File: src/rtl/queue_reader_if.sv
// Handshake bundle between queue_reader, the monitor event queue and the evaluation stage.
// master = queue_reader side, slave = queue + downstream side.
interface queue_reader_if #(
  parameter int unsigned DATA_W = 64
) ();
  logic                     q_pop;
  logic                     q_pop_valid;
  logic signed [DATA_W-1:0] q_data;
  logic                     out_valid;
  logic                     out_ready;
  logic signed [DATA_W-1:0] out_data;

  modport master (
    output q_pop,
    input  q_pop_valid,
    input  q_data,
    output out_valid,
    input  out_ready,
    output out_data
  );

  modport slave (
    input  q_pop,
    output q_pop_valid,
    output q_data,
    input  out_valid,
    output out_ready,
    input  out_data
  );
endinterface

File: src/rtl/queue_reader.sv
// Consumer end of the monitor event queue: credit-limited pops into a small skid FIFO,
// valid/ready delivery downstream, and throttled polling after an empty pop response.
module queue_reader #(
  parameter int unsigned DATA_W    = 64,
  parameter int unsigned BUF_DEPTH = 2,
  parameter int unsigned POLL_GAP  = 4,
  parameter int unsigned CNT_W     = 16
) (
  input  logic             clk,
  input  logic             rst,
  input  logic             en,
  queue_reader_if.master   bus,
  output logic [CNT_W-1:0] empty_polls,
  output logic             busy
);

  localparam int unsigned CW = $clog2(BUF_DEPTH + 1);
  localparam int unsigned UW = CW + 1;
  localparam int unsigned PW = (BUF_DEPTH > 1) ? $clog2(BUF_DEPTH) : 1;
  localparam int unsigned GW = $clog2(POLL_GAP + 1);

  typedef enum logic {ST_RUN, ST_BACKOFF} state_t;

  state_t                   r_state;
  logic [GW-1:0]            r_gap;
  logic [CW-1:0]            r_count;
  logic [PW-1:0]            r_rptr;
  logic [PW-1:0]            r_wptr;
  logic                     r_inflight;
  logic [CNT_W-1:0]         r_empty_polls;
  logic signed [DATA_W-1:0] r_out_data;
  logic signed [DATA_W-1:0] r_mem [BUF_DEPTH];

  logic                     w_fire;
  logic                     w_push;
  logic                     w_empty_resp;
  logic [UW-1:0]            w_used;
  logic                     w_pop;
  logic [CW-1:0]            w_count_nxt;
  logic [PW-1:0]            w_rptr_nxt;
  logic signed [DATA_W-1:0] w_head_nxt;

  function automatic logic [PW-1:0] ptr_inc(input logic [PW-1:0] p);
    return (p == PW'(BUF_DEPTH - 1)) ? '0 : p + 1'b1;
  endfunction

  // Credit check counts the in-flight pop and frees the slot leaving this cycle.
  assign w_fire       = (r_count != '0) & bus.out_ready;
  assign w_push       = r_inflight & bus.q_pop_valid;
  assign w_empty_resp = r_inflight & ~bus.q_pop_valid;
  assign w_used       = UW'(r_count) + UW'(r_inflight) - UW'(w_fire);
  assign w_pop        = ~rst & en & (r_state == ST_RUN) & ~w_empty_resp
                      & (w_used < UW'(BUF_DEPTH));

  assign w_count_nxt = r_count + CW'(w_push) - CW'(w_fire);
  assign w_rptr_nxt  = w_fire ? ptr_inc(r_rptr) : r_rptr;

  // Next head: bypass the incoming event when the FIFO drains to empty this cycle.
  always_comb begin
    w_head_nxt = r_out_data;
    if (w_count_nxt != '0) begin
      if (r_count == CW'(w_fire)) w_head_nxt = bus.q_data;
      else                        w_head_nxt = r_mem[w_rptr_nxt];
    end
  end

  always_ff @(posedge clk) begin
    if (w_push) r_mem[r_wptr] <= bus.q_data;
  end

  always_ff @(posedge clk) begin
    if (rst) begin
      r_state       <= ST_RUN;
      r_gap         <= '0;
      r_count       <= '0;
      r_rptr        <= '0;
      r_wptr        <= '0;
      r_inflight    <= 1'b0;
      r_empty_polls <= '0;
      r_out_data    <= '0;
    end else begin
      r_inflight <= w_pop;
      r_count    <= w_count_nxt;
      r_rptr     <= w_rptr_nxt;
      r_out_data <= w_head_nxt;
      if (w_push) r_wptr <= ptr_inc(r_wptr);
      if (w_empty_resp && (r_empty_polls != '1)) r_empty_polls <= r_empty_polls + 1'b1;

      // Backoff leaves RUN for POLL_GAP-1 cycles; the empty-response cycle is the first idle one.
      case (r_state)
        ST_RUN: begin
          if (w_empty_resp) begin
            r_gap <= GW'(POLL_GAP);
            if (POLL_GAP > 1) r_state <= ST_BACKOFF;
          end
        end
        ST_BACKOFF: begin
          r_gap <= r_gap - 1'b1;
          if (r_gap <= GW'(2)) r_state <= ST_RUN;
        end
        default: r_state <= ST_RUN;
      endcase
    end
  end

  assign bus.q_pop     = w_pop;
  assign bus.out_valid = (r_count != '0);
  assign bus.out_data  = r_out_data;
  assign empty_polls   = r_empty_polls;
  assign busy          = (r_count != '0) | r_inflight;

endmodule

File: src/flat_wrapper.sv
// flat-port wrapper written by rule: the top's interface ports become plain ports
module queue_reader_flat 
#(
  parameter int unsigned DATA_W    = 64,
  parameter int unsigned BUF_DEPTH = 2,
  parameter int unsigned POLL_GAP  = 4,
  parameter int unsigned CNT_W     = 16
)
  (clk, rst, en, empty_polls, busy, bus_q_pop, bus_q_pop_valid, bus_q_data, bus_out_valid, bus_out_ready, bus_out_data);
  queue_reader_if #(.DATA_W(DATA_W)) bus_i ();
  input  logic clk;
  input  logic rst;
  input  logic en;
  output logic [CNT_W-1:0] empty_polls;
  output logic busy;
  output wire logic [$bits(bus_i.q_pop)-1:0] bus_q_pop;
  input wire logic [$bits(bus_i.q_pop_valid)-1:0] bus_q_pop_valid;
  input wire logic [$bits(bus_i.q_data)-1:0] bus_q_data;
  output wire logic [$bits(bus_i.out_valid)-1:0] bus_out_valid;
  input wire logic [$bits(bus_i.out_ready)-1:0] bus_out_ready;
  output wire logic [$bits(bus_i.out_data)-1:0] bus_out_data;
  assign bus_q_pop = bus_i.q_pop;
  assign bus_i.q_pop_valid = bus_q_pop_valid;
  assign bus_i.q_data = bus_q_data;
  assign bus_out_valid = bus_i.out_valid;
  assign bus_i.out_ready = bus_out_ready;
  assign bus_out_data = bus_i.out_data;
  queue_reader #(.DATA_W(DATA_W), .BUF_DEPTH(BUF_DEPTH), .POLL_GAP(POLL_GAP), .CNT_W(CNT_W)) u_core (.clk(clk), .rst(rst), .en(en), .bus(bus_i), .empty_polls(empty_polls), .busy(busy));
endmodule
File: config.mk
export PLATFORM = sky130hd
export DESIGN_NAME = queue_reader_flat
export DESIGN_NICKNAME = d
export VERILOG_FILES = /design/src/rtl/queue_reader_if.sv /design/src/rtl/queue_reader.sv /design/src/flat_wrapper.sv
export SDC_FILE = /design/constraint.sdc
export NUM_CORES = 1
export LEC_CHECK = 0
export CORE_MARGIN = 2
export CORE_UTILIZATION = 35
export CTS_CLUSTER_DIAMETER = 50
export DETAILED_ROUTE_END_ITERATION = 10
export MAX_ROUTING_LAYER = met4
export PLACE_DENSITY_LB_ADDON = 0.05
export SYNTH_ARGS = -nofsm -noshare
export SYNTH_HDL_FRONTEND = slang
export SYNTH_SLANG_ARGS = --single-unit
File: constraint.sdc
create_clock -name clk -period 5.1 [get_ports clk]
set_input_delay 0.51 -clock clk [delete_from_list [all_inputs] [get_ports clk]]
set_output_delay 0.51 -clock clk [all_outputs]
set_load 0.1 [all_outputs]
---- After elaboration in Yosys (flattened, before gate mapping) ----
Memories as Yosys holds them, arrays and structs flattened.
Index checks and enable logic that the tools add are counted.
W data, S select, Z words.
word-level totals
  bits in writable memories ............... 128
  input bits .............................. 69
  logic and storage cells ................. 48
  bits in registers ....................... 89
  memories ................................ 1
memories
  name          depth  width  read ports  clocked after memory_dff  wr ports  line                text
  u_core.r_mem  2      64     1           0                         1         queue_reader.sv:32  logic signed [DATA_W-1:0] r_mem [BUF_DEPTH];
operators by class
  reduce and logical (&&, ||, !) cells .... 3
  add/subtract/negate cells ............... 8
  equality and inequality tests ........... 3
  bitwise gates (word level) .............. 12
  order comparisons ....................... 2
  muxes and demuxes ....................... 11
operators by type and width
  cell                     number
  $mux W64                 1
  $add A16 B1 Y16 const B  1
  $ne A16 B16 Y1 const B   1
  $and A1 B1 Y1            7
  $mux W1                  7
  $pmux W3 S2              1
  $not A1 Y1               4
  $reduce_bool A2 Y1       2
  $add A2 B1 Y3            1
  $le A3 B2 Y1 const B     1
  $lt A3 B2 Y1 const B     1
  $mux W3                  1
  $sub A3 B1 Y3            1
  $sub A3 B1 Y3 const B    1
  $add A1 B1 Y1 const B    2
  $add A2 B1 Y2            1
  $eq A2 B1 Y1             1
  $ne A2 B1 Y1 const B     1
  $pmux W1 S2              1
  $sub A2 B1 Y2            1
  $logic_and A1 B1 Y1      1
  $or A1 B1 Y1             1

---- Longest topological paths before layout ----
  depth after elaboration ................. 5
  depth in mapped cells ................... 11
  gate-level depth less buffers ........... 8

---- Worst setup path after synthesis ----
OpenSTA, ideal clock, no wires.
  path type ............................... input to register
  start point ............................. input port bus_q_pop_valid
  end point ............................... memory u_core.r_mem[0][0] (enable)
  path slack .............................. 1.335 ns
  data arrival time ....................... 3.278 ns
  library setup time ...................... 0.486 ns
  required time ........................... 4.614 ns
  cell stages on the path ................. 2
  cells stage by stage .................... nand2_1 > nor2_1
between the ends
  longest elaborated chain between the ends .. 3
ends and longest elaborated chain
  what                           line                text
  from (decl)                    flat_wrapper.sv:17  input wire logic [$bits(bus_i.q_pop_valid)-1:0] bus_q_pop_valid;
  $and A1 B1 Y1                  queue_reader.sv:49  assign w_push = r_inflight & bus.q_pop_valid;
  $mux W1                        queue_reader.sv:68  if (w_push) r_mem[r_wptr] <= bus.q_data;
  $mux W1 (not written as such)  queue_reader.sv:68
  to (decl)                      queue_reader.sv:32
No other way between the ends.

---- Worst setup path in the final report ----
  start point ............................. register u_core.r_count[1]
  end point ............................... output port bus_q_pop
between the ends
  longest elaborated chain between the ends .. 5
ends and longest elaborated chain
  what                                                   line                text
  from (decl)                                            queue_reader.sv:26  logic [CW-1:0] r_count;
  from (signal assigned)                                 queue_reader.sv:83  r_count <= w_count_nxt;
  branches (longest 2 deep; another with $add A2 B1 Y3)  -
  $sub A3 B1 Y3 *                                        queue_reader.sv:51  assign w_used = UW'(r_count) + UW'(r_inflight) - UW'(w_fire);
  $lt A3 B2 Y1 *                                         queue_reader.sv:53  & (w_used < UW'(BUF_DEPTH));
  $and A1 B1 Y1 *                                        queue_reader.sv:53
  to (decl)                                              flat_wrapper.sv:16  output wire logic [$bits(bus_i.q_pop)-1:0] bus_q_pop;
Mark *: on every way between the ends.

==> results.md <==
* Status: finished, final reports clean
* CTS buffer count at 28
* Worst skew pair latency at 0.53 ns
* Top Ports at 152
* # rows at 58
* Final Skew at 0.00908 ns
* Top cells by area, synth: edfxtp_1 43%, dfxtp_1 20%, mux2i_1 7.4%, or4b_2 7.2%, nand3b_1 5.5%
* Die ar. at 26800 um^2
* Max Slew Vio Count at 0
* RSZ-0062 raised after global routing: no
* WP data arrival at 2.85 ns
* Initial core utilization at 35.6%
* Number of cells produced by synthesis at 655
* Largest net degree at the start of global routing at 129
* CTS tree: built
* Iteration-0 DRC count of the detailed router at 403
* Fin crit period at 3.36 ns
* Post-synth EDFFs at 128
* Worst Hold Path EP: u_core.r_gap[1]
* Setup crit end kind: output port
* Max Fanout on Critical Path at 5
* Synth warn at 0
* Post-Route WL at 21900 um
* Root Buffer: clkbuf_16
* First-pass GRT wire length at 34800 um
* Synth cell types at 46
* PortBufs at 151
* Number of H-tree levels at 1
* Post-synth top area share at 43.0%
* Leakage at 0.00414 uW
* Die Width at 164 um
* Worst r2r dst: u_core.bus.out_data[53]
* Via count at 6013
* Worst setup margin at 1.74 ns
* Critical path origin: u_core.r_count[1]
* HP Class: in2reg
* WHS Path Cells at 2
* Post-CTS Setup Inserts at 0
* Worst-Margin Slew at 1.05 ns
* CTS sink cnt at 217
* Rel. slew slack at 30.0%
* # DRC at 0
* Final Cycle Share at 65.8%
* Hold path startpoint: rst
* Synthesis-stage register bit count at 217
* Hold-fix buffers, CTS at 0
* Net Count, Synth at 731
* Mean Syn Cell Area at 13.7 um^2
* FFs w/ async S/R, synth at 0%
* Worst path required time at 4.59 ns
* Routed Antenna Nets at 0
* CP Class: reg2out
* Finish-stage setup viols at 0
* Dominant synthesized flop cell: edfxtp_1
* Vias in the first global route at 6282
* Filler instances at 2328
* Sequential fraction of the synthesis area at 62.9%
* GPL Wtd Cong at 0.782
* Maximum VDD drop at 0.00113 V
* R2r setup slk at 2.25 ns
* Layout Nets at 867
* WL/cell at 19.2 um
* Max Cap Viol at 0
* Post-route setup TNS at 0 ns
* Cell taking the most area after synthesis: edfxtp_1
* Final Hold Viols at 0
* Mapped Area at 8940 um^2
* Fmax achieved at 298 MHz
* Worst r2r path cells at 9
* Clock transition at path regs at 0.06 ns
* Pwr dens at 650 nW/um^2
* First drt pass iteration count at 4
* Startpoint type of the worst setup path: flop
* Antenna violations before repair at 1
* HPWL Detailed at 12000 um
* Clock buffer depth at 3
* Vias per inst at 5.26
* GRT Total Usage at 16.8%
* Chip height at 164 um
* Core Region at 25100 um^2
* Commonest non-fill, non-tap cells in the layout: 149 x clkdlybuf4s50_1, 128 x edfxtp_1, 89 x dfxtp_1
* Share of layout cells above drive strength 1 at 16.1%
* Worst r2r src: u_core.r_count[1]
* Most common cell after layout, fill and taps aside: clkdlybuf4s50_1
* Pre-CTS setup slack at 1.74 ns
* CTS resizes at 0
* Area Overhead vs Synth at 30.5%
* Grt ovf at 0
## per-stage QoR
stage                     hold WS, ns  util [%]  total power (uW)  instances  instance area, um^2
after detailed placement        0.459      42.9              5800       1091                10800
after floorplan                 0.421         -              4840        655                 8940
after global routing            0.473      46.5              7990       1144                11700
final                           0.451      46.5              7590       1144                11700
after global placement          0.435      42.9              5740       1091                10800
after CTS                       0.428      46.5              7690       1143                11700
## routing by layer
layer / up-vias / global-route usage (%) / part of all wire (%)
met3: 30 / 3.28 / 4.6
met4: 0 / 4.03 / 1.9
met2: 133 / 26.6 / 47
met5: - / - / 0
li1: 2850 / - / -
met1: 3000 / 22.2 / 47
## registers in the layout, indices dropped and copies added, names as in the netlist, 2 cells and up
register / count
u_core.r_count: 2
u_core.r_mem: 128
u_core.empty_polls: 16
u_core.bus.out_data: 64
u_core.r_gap: 3
## worst max path at each step
stage | to | slack (ns) | cells after the start
global route | bus_q_pop | 1.55 | 9
CTS | bus_q_pop | 1.71 | 9
floorplan | u_core.r_mem[0][0] | 1.34 | 2
global placement | bus_q_pop | 1.82 | 10
finish | bus_q_pop | 1.74 | 9
detailed placement | bus_q_pop | 1.74 | 10
## critical path, stage by stage, from the launching register on
cell	delay, ns
dfxtp_1	0.36
o21a_1	0.23
ha_1	0.33
inv_1	0.09
nand2_1	0.07
fa_1	0.39
xor2_1	0.15
nor3b_1	0.22
and3_1	0.19
buf_4	0.29
## synthesized netlist by cell type (all sizes together), types with 4 or more instances
cell	instances
ha	6
clkbuf	39
mux2	6
nand2	8
buf	12
nor3	7
dfxtp	89
nand3b	66
inv	12
nor2b	10
nand3	4
nand4	4
and3	5
a21oi	11
nor2	15
mux2i	66
or4b	64
o211ai	64
edfxtp	128
## report_power, final
group / total [uW] / switching, uW / leakage [uW] / internal, uW
Sequential: 2270 / 123 / 0.00189 / 2150
Combinational: 3460 / 2450 / 0.00184 / 1010
Clock: 1860 / 740 / 0.000421 / 1120
## cells by family after synthesis
| logic type | share of synthesized area (%) |
|---|---|
| DFF | 62.9 |
| and+or+nand+nor | 17.4 |
| AOI/OAI and AO/OA | 7.39 |
| muxes | 8.14 |
| buffers and inverters | 2.74 |
| adders and majority gates | 1.06 |
| xor gates and xnor gates | 0.392 |
## final cells by class
type / instances / area (um^2) / area share [%]
clock inverters: 17 / 123 / 1.05
clock buffers: 35 / 768 / 6.58
flip-flops and latches: 217 / 5630 / 48.2
well taps: 330 / 413 / 3.54
multi-input cells: 375 / 3100 / 26.6
diodes: 1 / 2.50 / 0.0214
repair buffers: 157 / 1590 / 13.6
inverters: 12 / 45.0 / 0.386
Power figures use the tool's default switching activity.
